==> src/rtl/gene_line_decompress_if.sv <==
// Packed-line input and ASCII beat output streams
// for the gene line decompressor.
interface gene_line_decompress_if #(
  parameter int LINE_CHARS     = 100,
  parameter int CHARS_PER_BEAT = 4
);
  logic                        in_valid;
  logic                        in_ready;
  logic [2*LINE_CHARS-1:0]     in_line;
  logic                        out_valid;
  logic                        out_ready;
  logic [8*CHARS_PER_BEAT-1:0] out_data;
  logic                        out_last;

  modport master (
    output in_valid,
    output in_line,
    output out_ready,
    input  in_ready,
    input  out_valid,
    input  out_data,
    input  out_last
  );

  modport slave (
    input  in_valid,
    input  in_line,
    input  out_ready,
    output in_ready,
    output out_valid,
    output out_data,
    output out_last
  );
endinterface

==> src/rtl/gene_line_decompress.sv <==
// Unpacks one line of 2-bit nucleotide codes and
// streams it out as ASCII, CHARS_PER_BEAT per beat.
module gene_line_decompress #(
  parameter int LINE_CHARS     = 100,
  parameter int CHARS_PER_BEAT = 4
) (
  input  logic                    clk,
  input  logic                    rst_n,
  gene_line_decompress_if.slave   bus,
  output logic                    busy
);
  localparam int BEATS  = LINE_CHARS / CHARS_PER_BEAT;
  localparam int CNT_W  = (BEATS > 1) ? $clog2(BEATS) : 1;
  localparam int LINE_W = 2 * LINE_CHARS;
  localparam int BEAT_W = 2 * CHARS_PER_BEAT;

  typedef enum logic {
    IDLE,
    EMIT
  } state_t;

  state_t              state;
  logic [CNT_W-1:0]    beatCnt;
  logic [LINE_W-1:0]   shiftReg;
  logic                emitting;
  logic                lastBeat;
  logic                beatFire;
  logic                lineTake;
  logic [8*CHARS_PER_BEAT-1:0] ascii;

  assign emitting = (state == EMIT);
  assign lastBeat = emitting &&
                    (beatCnt == CNT_W'(BEATS - 1));
  assign beatFire = emitting && bus.out_ready;

  // A new line may load on the final handshake,
  // keeping the output stream bubble-free.
  assign bus.in_ready = (state == IDLE) ||
                        (beatFire && lastBeat);
  assign lineTake = bus.in_valid && bus.in_ready;

  assign bus.out_valid = emitting;
  assign bus.out_last  = lastBeat;
  assign bus.out_data  = emitting ? ascii : '0;
  assign busy          = emitting;

  // Decode the top codes of the shift register.
  always_comb begin
    ascii = '0;
    for (int i = 0; i < CHARS_PER_BEAT; i++) begin
      unique case (shiftReg[LINE_W-1-2*i -: 2])
        2'b00: ascii[8*CHARS_PER_BEAT-1-8*i -: 8] = 8'h41;
        2'b01: ascii[8*CHARS_PER_BEAT-1-8*i -: 8] = 8'h43;
        2'b10: ascii[8*CHARS_PER_BEAT-1-8*i -: 8] = 8'h47;
        2'b11: ascii[8*CHARS_PER_BEAT-1-8*i -: 8] = 8'h54;
      endcase
    end
  end

  // Line load, beat advance and end-of-line return.
  always_ff @(posedge clk or negedge rst_n) begin
    if (!rst_n) begin
      state    <= IDLE;
      beatCnt  <= '0;
      shiftReg <= '0;
    end else if (lineTake) begin
      state    <= EMIT;
      beatCnt  <= '0;
      shiftReg <= bus.in_line;
    end else if (beatFire) begin
      if (lastBeat) begin
        state    <= IDLE;
        beatCnt  <= '0;
        shiftReg <= '0;
      end else begin
        beatCnt  <= beatCnt + CNT_W'(1);
        shiftReg <= shiftReg << BEAT_W;
      end
    end
  end
endmodule

==> src/flat_wrapper.sv <==
// flat-port wrapper written by rule: the top's interface ports become plain ports
module gene_line_decompress_flat 
#(
  parameter int LINE_CHARS     = 100,
  parameter int CHARS_PER_BEAT = 4
)
  (clk, rst_n, busy, bus_in_valid, bus_in_line, bus_out_ready, bus_in_ready, bus_out_valid, bus_out_data, bus_out_last);
  gene_line_decompress_if #(.LINE_CHARS(LINE_CHARS), .CHARS_PER_BEAT(CHARS_PER_BEAT)) bus_i ();
  input  logic clk;
  input  logic rst_n;
  output logic busy;
  input wire logic [$bits(bus_i.in_valid)-1:0] bus_in_valid;
  input wire logic [$bits(bus_i.in_line)-1:0] bus_in_line;
  input wire logic [$bits(bus_i.out_ready)-1:0] bus_out_ready;
  output wire logic [$bits(bus_i.in_ready)-1:0] bus_in_ready;
  output wire logic [$bits(bus_i.out_valid)-1:0] bus_out_valid;
  output wire logic [$bits(bus_i.out_data)-1:0] bus_out_data;
  output wire logic [$bits(bus_i.out_last)-1:0] bus_out_last;
  assign bus_i.in_valid = bus_in_valid;
  assign bus_i.in_line = bus_in_line;
  assign bus_i.out_ready = bus_out_ready;
  assign bus_in_ready = bus_i.in_ready;
  assign bus_out_valid = bus_i.out_valid;
  assign bus_out_data = bus_i.out_data;
  assign bus_out_last = bus_i.out_last;
  gene_line_decompress #(.LINE_CHARS(LINE_CHARS), .CHARS_PER_BEAT(CHARS_PER_BEAT)) u_core (.clk(clk), .rst_n(rst_n), .bus(bus_i), .busy(busy));
endmodule
==> config.mk <==
export PLATFORM = sky130hd
export DESIGN_NAME = gene_line_decompress_flat
export DESIGN_NICKNAME = d
export VERILOG_FILES = /design/src/rtl/gene_line_decompress_if.sv /design/src/rtl/gene_line_decompress.sv /design/src/flat_wrapper.sv
export SDC_FILE = /design/constraint.sdc
export NUM_CORES = 1
export LEC_CHECK = 0
export BUFFER_PORTS_ARGS = -buffer_cell sky130_fd_sc_hd__buf_2
export CAP_MARGIN = 20
export CORE_MARGIN = 10
export CORE_UTILIZATION = 50
export CTS_CLUSTER_DIAMETER = 80
export DETAILED_ROUTE_END_ITERATION = 10
export GPL_ROUTABILITY_DRIVEN = 0
export PLACE_DENSITY = 0.73
export SETUP_SLACK_MARGIN = 0.02
export SLEW_MARGIN = 20
export SYNTH_ARGS = -nofsm -noshare
export SYNTH_HDL_FRONTEND = slang
export SYNTH_SLANG_ARGS = --single-unit
==> constraint.sdc <==
create_clock -name clk -period 4.6 [get_ports clk]
set_clock_uncertainty 0.15 [all_clocks]
set_input_delay 0.69 -clock clk [delete_from_list [all_inputs] [get_ports clk]]
set_output_delay 0.69 -clock clk [all_outputs]
set_load 0.02 [all_outputs]
Word-level counts from Yosys, hierarchy flattened. Index checks and enable logic that the tools add are counted. W data, S select, Z words.

Register bits: 206. Bits of input ports: 204. Word-level logic and storage cells: 44.

$add $sub $neg: 1. Eq/ne operators: 13. Muxes and demuxes: 14. Bitwise logic cells: 1. Reduce and logical (&&, ||, !) cells: 12.

Operators by type and width (number): $mux W200 (3); $pmux W8 S4 (4); $mux W32 (1); $eq A2 B2 Y1 const B (8); $mux W5 (3); $eq A2 B1 Y1 const B (4); $logic_not A2 Y1 (4); $add A5 B1 Y5 const B (1); $eq A5 B5 Y1 const B (1); $logic_and A1 B1 Y1 (4); $reduce_bool A2 Y1 (2); $mux W1 (3); $reduce_and A2 Y1 (1); $logic_or A1 B1 Y1 (1); $not A1 Y1 (1).

Logic depth before layout (Yosys ltp).
Word-level depth: 7. Gate-level depth with buffers: 8.

Worst setup path after synthesis. Ideal clock, no wire load.

Kind: flip-flop to output port. From: reg u_core.beatCnt[0]. To: out bus_out_last. Arrival: 1.427 ns. Required time: 3.760 ns. Path slack: 2.333 ns. Stages on the path, launching flop included: 8. Path buffers: 3. Path through: dfrtp_1 > inv_1 > ha_1 > and4b_1 > buf_4 > buf_6 > buf_6 > and2_1.

Longest elaborated chain between the ends: 2.

Ends and longest elaborated chain: start: declaration (line gene_line_decompress.sv:23) `logic [CNT_W-1:0] beatCnt;`; start signal: assignment (line gene_line_decompress.sv:76) `beatCnt <= beatCnt + CNT_W'(1);`; $eq A5 B5 Y1 (line gene_line_decompress.sv:33) `(beatCnt == CNT_W'(BEATS - 1));`; $logic_and A1 B1 Y1 (line gene_line_decompress.sv:32) `assign lastBeat = emitting &&`; end: declaration (line flat_wrapper.sv:18) `output wire logic [$bits(bus_i.out_last)-1:0] bus_out_last;`.

Every way passes these cells.

Final worst setup path.
From: reg u_core.state, in the netlist u_core.bus.out_valid. To: out bus_in_ready.

Longest elaborated chain between the ends: 3. Elaborated cells between the ends (all ways): 5. Classes of those cells: bitwise (1); reduce/logical (4).

Ends and longest elaborated chain: start: declaration (line gene_line_decompress.sv:22) `state_t state;`; start signal: assignment (line gene_line_decompress.sv:63) `state <= IDLE;`; start signal: assignment (line gene_line_decompress.sv:67) `state <= EMIT;`; start signal: assignment (line gene_line_decompress.sv:72) `state <= IDLE;`; $logic_and A1 B1 Y1 (on tied branches) (line gene_line_decompress.sv:34, gene_line_decompress.sv:32); $logic_and A1 B1 Y1 (line gene_line_decompress.sv:39) `(beatFire && lastBeat);`; $logic_or A1 B1 Y1 (*) (line gene_line_decompress.sv:38) `assign bus.in_ready = (state == IDLE) ||`; end: declaration (line flat_wrapper.sv:15) `output wire logic [$bits(bus_i.in_ready)-1:0] bus_in_ready;`.

Mark *: on every way between the ends. The rest lies on a longest branch, timed or not.

==> impl_metrics.yaml <==
run_status:
  outcome: "complete, no violations"
clock_network:
  post_cts.resized_instances: 0
  post-cts-setup-buffer-count: 0
  max-clock-path-buffers: 3
  cts_bufs_inserted: 24
  tritoncts: "yes"
  cts_sinks: 206
  htreeDepth: 1
  path_clk_slew_ns: 0.06
  cts-hold-fix-buffers: 0
  cts_root_buf: "sky130_fd_sc_hd__clkbuf_16"
  insertion_delay_ns: 0.51
timing:
  hold_viol_final: 0
  maxClockFrequency_ghz: 0.296
  slew_headroom_pct: 27.0
  fin_setup_tns_ns: 0
  final-max-slew-violation-count: 0
  finalWorstSetupSlack_ns: 1.22
  final_min_period_over_clock_period_pct: 73.5
  timing.final.crit_period_ns: 3.38
  slew_at_the_pin_with_the_worst_max_slew_slack_ns: 1.09
  rsz0062_at_grt: "no"
  finalSetupViolations: 0
worst_setup_path:
  crit_path_end_kind: "output pin"
  cp_data_required_time_ns: 3.76
  timing.critical_path.arrival_ns: 2.54
  cp-start-kind: "flop"
  critPathMaxFanout: 198
  crit_type: "reg2out"
placement:
  buffer_ports.inserted: 227
  detailed_place.area_mm2: 0.0140
  worst_slack_at_placement_ns: 1.30
  hpwl_um: 24200
logic_synthesis:
  synth_top_cells_by_area: "sky130_fd_sc_hd__dfrtp_1 (39%), sky130_fd_sc_hd__mux2_2 (17%), sky130_fd_sc_hd__a31oi_1 (9.2%)"
  synth_sequential_area_ratio_pct: 39.4
  synth_cell_types: 33
  synth-seq-cells: 206
  syn_avg_cell_area_um2: 9.13
  synthCells: 1433
  syn_area_mm2: 0.0131
  synth_top_area_share_pct: 39.4
  synth.yosys.warnings: 0
  yosysTopAreaCell: "sky130_fd_sc_hd__dfrtp_1"
cells_and_area:
  ff_latch_area_mm2: 0.00516
  area_of_the_multi_input_gates_mm2: 0.00697
  postLayoutCoreUtil_pct: 57.1
  final_net_count: 1759
  commonest_cells_after_routing_fill_and_taps_aside: "sky130_fd_sc_hd__buf_2 (225), sky130_fd_sc_hd__dfrtp_1 (205), sky130_fd_sc_hd__nand3_1 (199)"
  layout.filler_cells: 2257
  ratio_of_cells_with_drive_above_1_in_the_final_layout_pct: 30.7
  post-route-cell-area_mm2: 0.0148
  layout-area-overhead-vs-synth_pct: 13.1
  layout_commonest_cell: "sky130_fd_sc_hd__buf_2"
power_and_ir_drop:
  internal_power_mw: 4.88
  power_switching_share_pct: 35.1
  power.switching_mw: 2.63
  combPwrFrac_pct: 32.2
  power-per-cell-area_mw_per_mm2: 508
  irDropWorstVdd_v: 0.000379
  p_seq_share_pct: 42.0
  cellLeakagePower_nw: 6.19
  clock_power_share_pct: 25.8
route:
  drt-pass1-iter-count: 5
  wirelength_um: 39400
  detail_route.vias_per_cell: 6.29
  ant_nets: 0
  drt_first_iter_violations: 1396
  routed_wire_length_per_instance_um: 20.8
  detailed_route_via_count: 11900
  drc_errors: 0
floorplan:
  die_height_um: 182
  top_level_pins: 240
  number_of_standard_cell_rows_in_the_floorplan: 59
  effective_utilization_at_floorplan_pct: 50.5
  core-area_mm2: 0.0259
  die_w_um: 182
  die-area_mm2: 0.0330
grt:
  met2_usage_pct: 35.2
  largest_net_degree_at_the_start_of_global_routing: 199
  first_global_vias: 11700
  overall_overflow_remaining_after_global_route: 0
  grt_overall_usage_pct: 22.0
  antenna_violations_before_repair: 4
  first_pass_grt_wire_length_um: 62300
  grtUsageMet1_pct: 30.3
  groute.layer.met3.usage_pct: 4.31
  grt-busiest-layer: "met2"
hold_path:
  timing.hold.worst.class: "in2async"
job:
  cap_violations: 0
-- state kept, by name, indices dropped and copies added (netlist names) --
| name | flops |
|---|---|
| u_core.bus.out_valid | 1 |
| u_core.shiftReg | 200 |
| u_core.beatCnt | 5 |
-- synthesized netlist by cell type, drive strengths merged --
| cell | number |
|---|---|
| and2 | 6 |
| nand3 | 199 |
| nand2 | 197 |
| nand2b | 2 |
| nor2b | 9 |
| inv | 9 |
| a21oi | 1 |
| a31oi | 193 |
| nor2 | 8 |
| nor3 | 1 |
| or3 | 1 |
| ha | 14 |
| or4b | 1 |
| clkbuf | 32 |
| and4b | 1 |
| a221o | 8 |
| nand4 | 1 |
| buf | 141 |
| a211oi | 2 |
| dfrtp | 206 |
| mux2i | 8 |
| mux2 | 192 |
| o21ai | 2 |
| o31ai | 1 |
| o22ai | 192 |
| nand4b | 1 |
| conb | 1 |
| o21a | 4 |
-- logic make-up after synthesis --
group | count (synthesis) | synth area share, %
buffers and inverters | 182 | 7.83
other | 1 | 0.0287
multiplexers | 200 | 17.1
flip-flops | 206 | 39.4
AO/OA/AOI/OAI | 403 | 19.5
AND/OR/NAND/NOR | 427 | 14.7
adder cells (fa/ha/maj) | 14 | 1.34
-- metrics by stage --
step | hold WS (ns) | power, mW | cells
2_1_floorplan | 0.244 | 4.85 | 1444
3_3_place_gp | 0.374 | 5.46 | 1848
3_5_place_dp | 0.384 | 5.59 | 1848
4_1_cts | 0.170 | 7.54 | 1889
5_1_grt | 0.190 | 7.98 | 1891
6_report | 0.126 | 7.52 | 1895
-- power groups by stage --
stage / combinational [mW] / clock (mW) / sequential (mW)
4_1_cts: 2.43 / 1.96 / 3.14
3_5_place_dp: 2.42 / 0 / 3.17
2_1_floorplan: 1.90 / 0 / 2.95
6_report: 2.42 / 1.94 / 3.16
3_3_place_gp: 2.33 / 0 / 3.13
5_1_grt: 2.70 / 2.03 / 3.25
-- area by class of cell --
| class | instances | area share [%] |
|---|---|---|
| clock inverter | 6 | 0.558 |
| clock buffer | 35 | 4.75 |
| timing repair buffer | 244 | 9.62 |
| antenna | 4 | 0.0676 |
| multi-input combinational | 1056 | 47.1 |
| inverter | 9 | 0.228 |
| sequential | 206 | 34.9 |
| tap | 335 | 2.83 |
-- worst paths after layout --
check | from | to | slack, ns | cells after the start
hold / removal | rst_n | u_core.shiftReg[147] | 0.13 | 1
setup / recovery | u_core.bus.out_valid | bus_in_ready | 1.22 | 3
setup reg to reg | u_core.beatCnt[0] | u_core.shiftReg[34] | 1.52 | 8
max in group asynchronous | rst_n | u_core.shiftReg[175] | 3.18 | 2
hold reg to reg | u_core.shiftReg[0] | u_core.shiftReg[0] | 0.40 | 1
min in group clk | bus_in_line[0] | u_core.shiftReg[0] | 0.29 | 2
-- critical path: stages (launching register included) --
cell	delay, ns
sky130_fd_sc_hd__dfrtp_4	0.70
sky130_fd_sc_hd__buf_12	0.58
sky130_fd_sc_hd__o21ai_1	0.21
sky130_fd_sc_hd__buf_2	0.25
-- routing by layer --
layer | vias up | wire [um]
met5 | - | 20
met4 | 2 | 722
met3 | 47 | 2440
met2 | 369 | 18800
met1 | 5889 | 17400
li1 | 5617 | -
Note: power is estimated with default switching activity, not from simulation.
